File: config.mk
export PLATFORM = sky130hd
export DESIGN_NAME = fp_square_seq_flat
export DESIGN_NICKNAME = d
export VERILOG_FILES = /design/src/rtl/fp_square_seq_if.sv /design/src/rtl/fp_square_seq.sv /design/src/flat_wrapper.sv
export SDC_FILE = /design/constraint.sdc
export NUM_CORES = 1
export LEC_CHECK = 0
export CAP_MARGIN = 5
export CORE_ASPECT_RATIO = 0.5
export CORE_UTILIZATION = 57
export DETAILED_ROUTE_END_ITERATION = 8
export HOLD_SLACK_MARGIN = 0.08
export PLACE_DENSITY = 0.78
export SYNTH_ARGS = -nofsm -noshare
export SYNTH_HDL_FRONTEND = slang
export SYNTH_SLANG_ARGS = --single-unit
File: constraint.sdc
create_clock -name clk -period 5.37 [get_ports clk]
set_clock_uncertainty 0.1 [all_clocks]
set_input_delay 0.8055 -clock clk [delete_from_list [all_inputs] [get_ports clk]]
set_output_delay 0.8055 -clock clk [all_outputs]
set_load 0.05 [all_outputs]
File: src/rtl/fp_square_seq_if.sv
// fp_square_seq_if: valid/ready operand and result bundle for the sequential squarer.
// Ports (signals):
//   in_valid, a, round   - operand side, driven by the producer (master)
//   in_ready             - squarer can accept an operand
//   out_valid, z, status - registered result side, driven by the squarer (slave)
//   out_ready            - consumer accepts the result
interface fp_square_seq_if #(
    parameter int sig_width = 23,
    parameter int ex_width  = 8
);
    logic                          in_valid;
    logic                          in_ready;
    logic [sig_width+ex_width:0]   a;
    logic [2:0]                    round;
    logic                          out_valid;
    logic                          out_ready;
    logic [sig_width+ex_width:0]   z;
    logic [7:0]                    status;

    modport master (
        output in_valid, a, round, out_ready,
        input  in_ready, out_valid, z, status
    );

    modport slave (
        input  in_valid, a, round, out_ready,
        output in_ready, out_valid, z, status
    );
endinterface

File: src/rtl/fp_square_seq.sv
// fp_square_seq: multicycle IEEE-754 squarer z = a*a using a radix-2 shift-add significand multiplier.
// Ports:
//   clk    - clock
//   resetn - asynchronous active-low reset
//   enable - global stall; 0 freezes every register and blocks both handshakes
//   bus    - slave side of fp_square_seq_if (operand/round in, z/status out, valid/ready both ways)
module fp_square_seq #(
    parameter int sig_width = 23,
    parameter int ex_width  = 8
) (
    input  logic              clk,
    input  logic              resetn,
    input  logic              enable,
    fp_square_seq_if.slave    bus
);
    localparam int W  = sig_width;
    localparam int E  = ex_width;
    localparam int N  = W + E + 1;
    localparam int CW = $clog2(W + 1);
    localparam logic [E+1:0] BIAS = (E+2)'(2**(E-1) - 1);
    localparam logic [E+1:0] EMAX = (E+2)'(2**E - 1);
    localparam logic [2:0] RTZ = 3'd1, RUP = 3'd2, RDN = 3'd3, RNA = 3'd4;
    localparam logic [1:0] K_NORM = 2'd0, K_ZERO = 2'd1, K_INF = 2'd2, K_NAN = 2'd3;

    typedef enum logic [1:0] {IDLE, MUL, RND, DONE} state_t;

    state_t          state_q;
    logic [CW-1:0]   cnt_q;
    logic [2*W+1:0]  mcand_q, prod_q, prod_d;
    logic [W:0]      mplier_q;
    logic [E-1:0]    ea_q;
    logic [2:0]      rnd_q;
    logic [1:0]      kind_q, kind_in;
    logic            out_valid_q;
    logic [N-1:0]    z_q, z_d;
    logic [7:0]      status_q, status_d;

    logic            norm, g, s, inc, carry, ovf, unf, to_inf;
    logic [W-1:0]    frac_raw, frac_r;
    logic [E+1:0]    e;

    wire [E-1:0] a_exp  = bus.a[N-2:W];
    wire [W-1:0] a_frac = bus.a[W-1:0];

    assign kind_in = &a_exp ? (|a_frac ? K_NAN : K_INF) : (a_exp == '0 ? K_ZERO : K_NORM);

    assign bus.in_ready  = enable && state_q == IDLE;
    assign bus.out_valid = out_valid_q;
    assign bus.z         = z_q;
    assign bus.status    = status_q;

    always_comb begin
        prod_d   = prod_q + (mplier_q[0] ? mcand_q : '0);
        // Product of two [1,2) significands lies in [1,4); the top bit selects the normalising shift.
        norm     = prod_q[2*W+1];
        frac_raw = norm ? prod_q[2*W:W+1] : prod_q[2*W-1:W];
        g        = norm ? prod_q[W] : prod_q[W-1];
        s        = norm ? |prod_q[W-1:0] : |prod_q[W-2:0];
        // Result is always positive, so RUP rounds away from zero and RDN truncates.
        inc      = (rnd_q == RTZ || rnd_q == RDN) ? 1'b0 :
                   rnd_q == RUP ? (g | s) :
                   rnd_q == RNA ? g : (g & (s | frac_raw[0]));
        {carry, frac_r} = {1'b0, frac_raw} + (W+1)'(inc);
        e        = {1'b0, ea_q, 1'b0} - BIAS + (E+2)'(norm) + (E+2)'(carry);
        ovf      = !e[E+1] && e >= EMAX;
        unf      = e[E+1] || e == '0;
        to_inf   = !(rnd_q == RTZ || rnd_q == RDN);
        z_d      = kind_q == K_ZERO ? '0 :
                   kind_q == K_INF  ? {1'b0, {E{1'b1}}, {W{1'b0}}} :
                   kind_q == K_NAN  ? {1'b0, {E{1'b1}}, 1'b1, {(W-1){1'b0}}} :
                   ovf ? (to_inf ? {1'b0, {E{1'b1}}, {W{1'b0}}} : {1'b0, {(E-1){1'b1}}, 1'b0, {W{1'b1}}}) :
                   unf ? '0 : {1'b0, e[E-1:0], frac_r};
        status_d = kind_q == K_ZERO ? 8'h01 :
                   kind_q == K_INF  ? 8'h02 :
                   kind_q == K_NAN  ? 8'h04 :
                   ovf ? {2'b00, 1'b1, 1'b1, 1'b0, 1'b0, to_inf, 1'b0} :
                   unf ? 8'h29 : {2'b00, g | s, 5'b0};
    end

    always_ff @(posedge clk or negedge resetn) begin
        if (!resetn) begin
            state_q     <= IDLE;
            cnt_q       <= '0;
            mcand_q     <= '0;
            mplier_q    <= '0;
            prod_q      <= '0;
            ea_q        <= '0;
            rnd_q       <= '0;
            kind_q      <= '0;
            out_valid_q <= 1'b0;
            z_q         <= '0;
            status_q    <= '0;
        end else if (enable) begin
            case (state_q)
                IDLE: if (bus.in_valid) begin
                    cnt_q    <= '0;
                    prod_q   <= '0;
                    mcand_q  <= {{(W+1){1'b0}}, 1'b1, a_frac};
                    mplier_q <= {1'b1, a_frac};
                    ea_q     <= a_exp;
                    rnd_q    <= bus.round;
                    kind_q   <= kind_in;
                    state_q  <= kind_in == K_NORM ? MUL : RND;
                end
                MUL: begin
                    prod_q   <= prod_d;
                    mcand_q  <= mcand_q << 1;
                    mplier_q <= mplier_q >> 1;
                    cnt_q    <= cnt_q + 1'b1;
                    if (cnt_q == CW'(W))
                        state_q <= RND;
                end
                RND: begin
                    z_q         <= z_d;
                    status_q    <= status_d;
                    out_valid_q <= 1'b1;
                    state_q     <= DONE;
                end
                DONE: if (bus.out_ready) begin
                    out_valid_q <= 1'b0;
                    state_q     <= IDLE;
                end
                default: state_q <= IDLE;
            endcase
        end
    end
endmodule

File: src/flat_wrapper.sv
// flat-port wrapper written by rule: the top's interface ports become plain ports
module fp_square_seq_flat 
#(
    parameter int sig_width = 23,
    parameter int ex_width  = 8
)
  (clk, resetn, enable, bus_in_valid, bus_a, bus_round, bus_out_ready, bus_in_ready, bus_out_valid, bus_z, bus_status);
  fp_square_seq_if #(.sig_width(sig_width), .ex_width(ex_width)) bus_i ();
  input  logic clk;
  input  logic resetn;
  input  logic enable;
  input wire logic [$bits(bus_i.in_valid)-1:0] bus_in_valid;
  input wire logic [$bits(bus_i.a)-1:0] bus_a;
  input wire logic [$bits(bus_i.round)-1:0] bus_round;
  input wire logic [$bits(bus_i.out_ready)-1:0] bus_out_ready;
  output wire logic [$bits(bus_i.in_ready)-1:0] bus_in_ready;
  output wire logic [$bits(bus_i.out_valid)-1:0] bus_out_valid;
  output wire logic [$bits(bus_i.z)-1:0] bus_z;
  output wire logic [$bits(bus_i.status)-1:0] bus_status;
  assign bus_i.in_valid = bus_in_valid;
  assign bus_i.a = bus_a;
  assign bus_i.round = bus_round;
  assign bus_i.out_ready = bus_out_ready;
  assign bus_in_ready = bus_i.in_ready;
  assign bus_out_valid = bus_i.out_valid;
  assign bus_z = bus_i.z;
  assign bus_status = bus_i.status;
  fp_square_seq #(.sig_width(sig_width), .ex_width(ex_width)) u_core (.clk(clk), .resetn(resetn), .enable(enable), .bus(bus_i));
endmodule
==> qor.yml, run 1 <==
run_status:
  status: "complete, no violations"
layout:
  num_antenna_cells: 0
  final_cells: 1612
  fin_util_pct: 68.6
  num-nets-final: 1438
  drive_gt1_share_pct: 7.76
  area_delta_synth_final_pct: 14.7
  final_area_um2: 13000
clocking:
  path_clk_slew_ps: 70
  clk_path_buf_depth: 2
  ctsHoldBuffers: 0
  cts_sinks: 178
  numCtsBuffers: 17
  clock_latency_ps: 440
  cts_tree: "yes"
  h-tree-depth: 4
  ctsRootBufferMaster: "clkbuf_16"
logic_synthesis:
  synthFlopType: "dfrtp_1"
  synth_edf_count: 0
  synthCells: 1294
  synth_top_area_share_pct: 39.4
  netlist_top_cells_area: "dfrtp_1 (39%), nand2_1 (7.0%), ha_1 (6.2%)"
  ys.warnings.count: 0
  ys_types: 68
  netlist.top_cell.by_area: "dfrtp_1"
  synth_seq_area_share_pct: 39.4
  synthArstFlopShare_pct: 100
  ys_seq_elements: 178
  synth_area_um2: 11300
  syn_area_per_cell_um2: 8.74
setup_path:
  critical_path_class: "reg2reg"
  cp.arrival_ps: 5350
  worstSetupStartpointType: "flop"
  endpoint_kind: "flop"
  required_ps: 5590
  crit_fanout: 11
  reg2reg_slack_ps: 240
  crit_top_cell: "buf_4"
  cp_slowest_stage_delay_ps: 390
  cp_slowest_cell: "dfrtp_1"
global_route:
  gr-total-overflow: 0
  grt_usage_pct: 28.7
  met1_usage_pct: 39.9
  grt_util_met3_pct: 5.05
  grt_pass1_vias: 9288
  grt_busiest_layer: "met2"
  grt_max_degree: 179
  antenna_found_initial: 1
  grt.met2_usage_pct: 46.6
  grt_pass1_wl_mm: 46.7
place:
  gp_congestion: 0.953
  dp_cells: 1572
  place_ws_ps: -42.0
  port_buffers: 77
  dp_hpwl_mm: 20.1
  place_area_um2: 12200
route:
  dr.pass1.iters: 7
  num_vias: 9820
  drc: 0
  post_drt_wl_per_cell_um: 17.7
  drtAntennaViolNets: 0
  viasPerCell: 6.09
  drtIter0Drc: 766
  routed_wirelength_mm: 28.5
timing:
  worstMarginPinSlew_ps: 1060
  period_minus_slack_ps: 5130
  post-route-period-util_pct: 95.6
  holdWs_ps: 376
  finalSetupViolCount: 0
  final_max_slew_viol_count: 0
  max_slew_margin_pct: 29.0
  hold_viol_final: 0
  fmax_mhz: 195
  setup_ws_ps: 238
pwr:
  p_sw_mw: 2.63
  irDropWorstVdd_mv: 0.228
  power_frac_clock_pct: 19.9
  leakagePower_nw: 5.98
  p_int_mw: 3.46
  p_per_area_nw_per_um2: 470
  swShare_pct: 43.2
  p_comb_share_pct: 44.0
  p_seq_share_pct: 36.2
die:
  fp.dieW_um: 201
  ioPinCount: 82
  die_h_um: 102
  die_area_um2: 20400
  num_rows: 35
  start_util_pct: 59.7
  core_um2: 18900
min_path:
  timing.hold.worst.class: "reg2reg"
run:
  maxCapViolCount: 0
[layout by cell type (no fill, tap or decap), types with 5 or more instances in the layout]
cell type / netlist / routed
o211ai_1: 6 / 6
nor4_1: 14 / 14
clkdlybuf4s50_1: 0 / 76
clkbuf_16: 0 / 17
nor2b_1: 9 / 9
nor3_1: 15 / 14
or2_2: 7 / 7
nor3b_1: 5 / 5
nor2_1: 49 / 47
buf_4: 4 / 26
o21ai_1: 22 / 22
a221o_1: 48 / 48
o31ai_1: 9 / 9
nand2_1: 210 / 207
a31oi_1: 11 / 11
a211oi_1: 9 / 9
nand3_1: 76 / 74
a21oi_1: 74 / 74
o21bai_1: 5 / 5
a21o_1: 25 / 25
xor2_1: 55 / 53
o21a_1: 5 / 5
o21ai_0: 88 / 87
and3_1: 35 / 35
dfrtp_1: 178 / 176
xnor2_1: 32 / 32
ha_1: 56 / 54
nand4_1: 18 / 18
mux2i_1: 22 / 22
inv_1: 25 / 24
and2_1: 52 / 51
[cell families (layout without fill, tap and decap cells)]
family,after synthesis,in the layout,share of synthesized area (%)
compound gates,332,332,19.4
fa+ha+maj,57,57,6.38
simple gates,510,510,22.0
flops,178,178,39.4
other cells,1,3,0.0332
buf+inv,104,161,3.76
xor+xnor,87,87,6.74
mux,25,25,2.25
[synthesized netlist by cell type (18+ instances only)]
master,number
nand4_1,18
clkbuf_1,57
and2_1,52
xnor2_1,32
nand2_1,210
nand3_1,76
o21ai_1,22
mux2i_1,22
and3_1,35
a21o_1,25
o21ai_0,88
dfrtp_1,178
a21oi_1,74
ha_1,56
xor2_1,55
nor2_1,49
a221o_1,48
inv_1,25
[routing by layer]
metal | part of all wire, % | wire (um)
met1 | 48 | 13600
met3 | 5.5 | 1570
met2 | 45 | 12900
met4 | 1.4 | 407
met5 | 0 | 0
[power groups by stage]
stage          sequential [mW]  combinational [mW]  clock [mW]
6_report                  2.20                2.68        1.21
5_1_grt                   2.26                2.92        1.28
4_1_cts                   2.19                2.60        1.22
3_5_place_dp              2.21                2.58           0
3_3_place_gp              2.18                2.51           0
2_1_floorplan             2.41                1.54           0
[worst paths after layout]
path,from,end,cells past startpoint
max reg2reg,u_core.prod_q[2],u_core.bus.z[7],29
min,u_core.bus.status[2],u_core.bus.status[2],2
min in group asynchronous,resetn,u_core.ea_q[2],2
max,u_core.prod_q[2],u_core.bus.z[7],29
max in group asynchronous,resetn,u_core.prod_q[1],2
min reg2reg,u_core.bus.status[2],u_core.bus.status[2],2
[repair_timing]
action | CTS | global route
gates resized for setup | 3 | 18
setup buffers | 0 | 9
endpoints found under the setup margin | 8 | 36
pin swaps | 0 | 7
[per-stage QoR]
stage / power, mW / setup TNS, ps
final: 6.09 / 0
after global placement: 4.70 / 0
after detailed placement: 4.79 / -74.0
after global routing: 6.46 / -315
after floorplan: 3.95 / 0
after CTS: 6.01 / 0
[critical path: cells and delay by family (launching register included)]
kind / cells / cell delay [ps]
adder cells (fa/ha/maj): 3 / 620
AND/OR/NAND/NOR: 15 / 2100
AO/OA/AOI/OAI: 5 / 860
buffers and inverters: 5 / 680
XOR/XNOR: 1 / 280
flip-flops: 1 / 390
[area by class of cell]
cell class	instances	area [um2]
Tap cell	259	324
Fill cell	1541	5950
Timing Repair Buffer	104	987
Clock inverter	11	105
Inverter	26	97.6
Multi-Input combinational cell	1014	6540
Clock buffer	20	457
Sequential cell	178	4460
[state kept, by name, indices dropped and copies added, names as in the netlist]
signal	flops
u_core.mplier_q	24
u_core.bus.out_valid	1
u_core.prod_q	48
u_core.ea_q	8
u_core.bus.z	31
u_core.mcand_q	48
u_core.rnd_q	3
u_core.cnt_q	5
u_core.bus.status	6
u_core.kind_q	2
u_core.state_q	2
(Power assumes the default switching activity.)
==> inputs of run 2 (changes only) <==
==> constraint.sdc (replaced) <==
create_clock -name clk -period 5.37 [get_ports clk]
set_clock_uncertainty 0.1 [all_clocks]
set_input_delay 0.8055 -clock clk [delete_from_list [all_inputs] [get_ports clk]]
set_output_delay 0.8055 -clock clk [all_outputs]
set_load 0.005 [all_outputs]
==> results of run 2 <==
Same layout as run 1 (identical final DEF). Status: complete, no violations.
Main changes from that run: total power 6.09 mW -> 5.72 mW
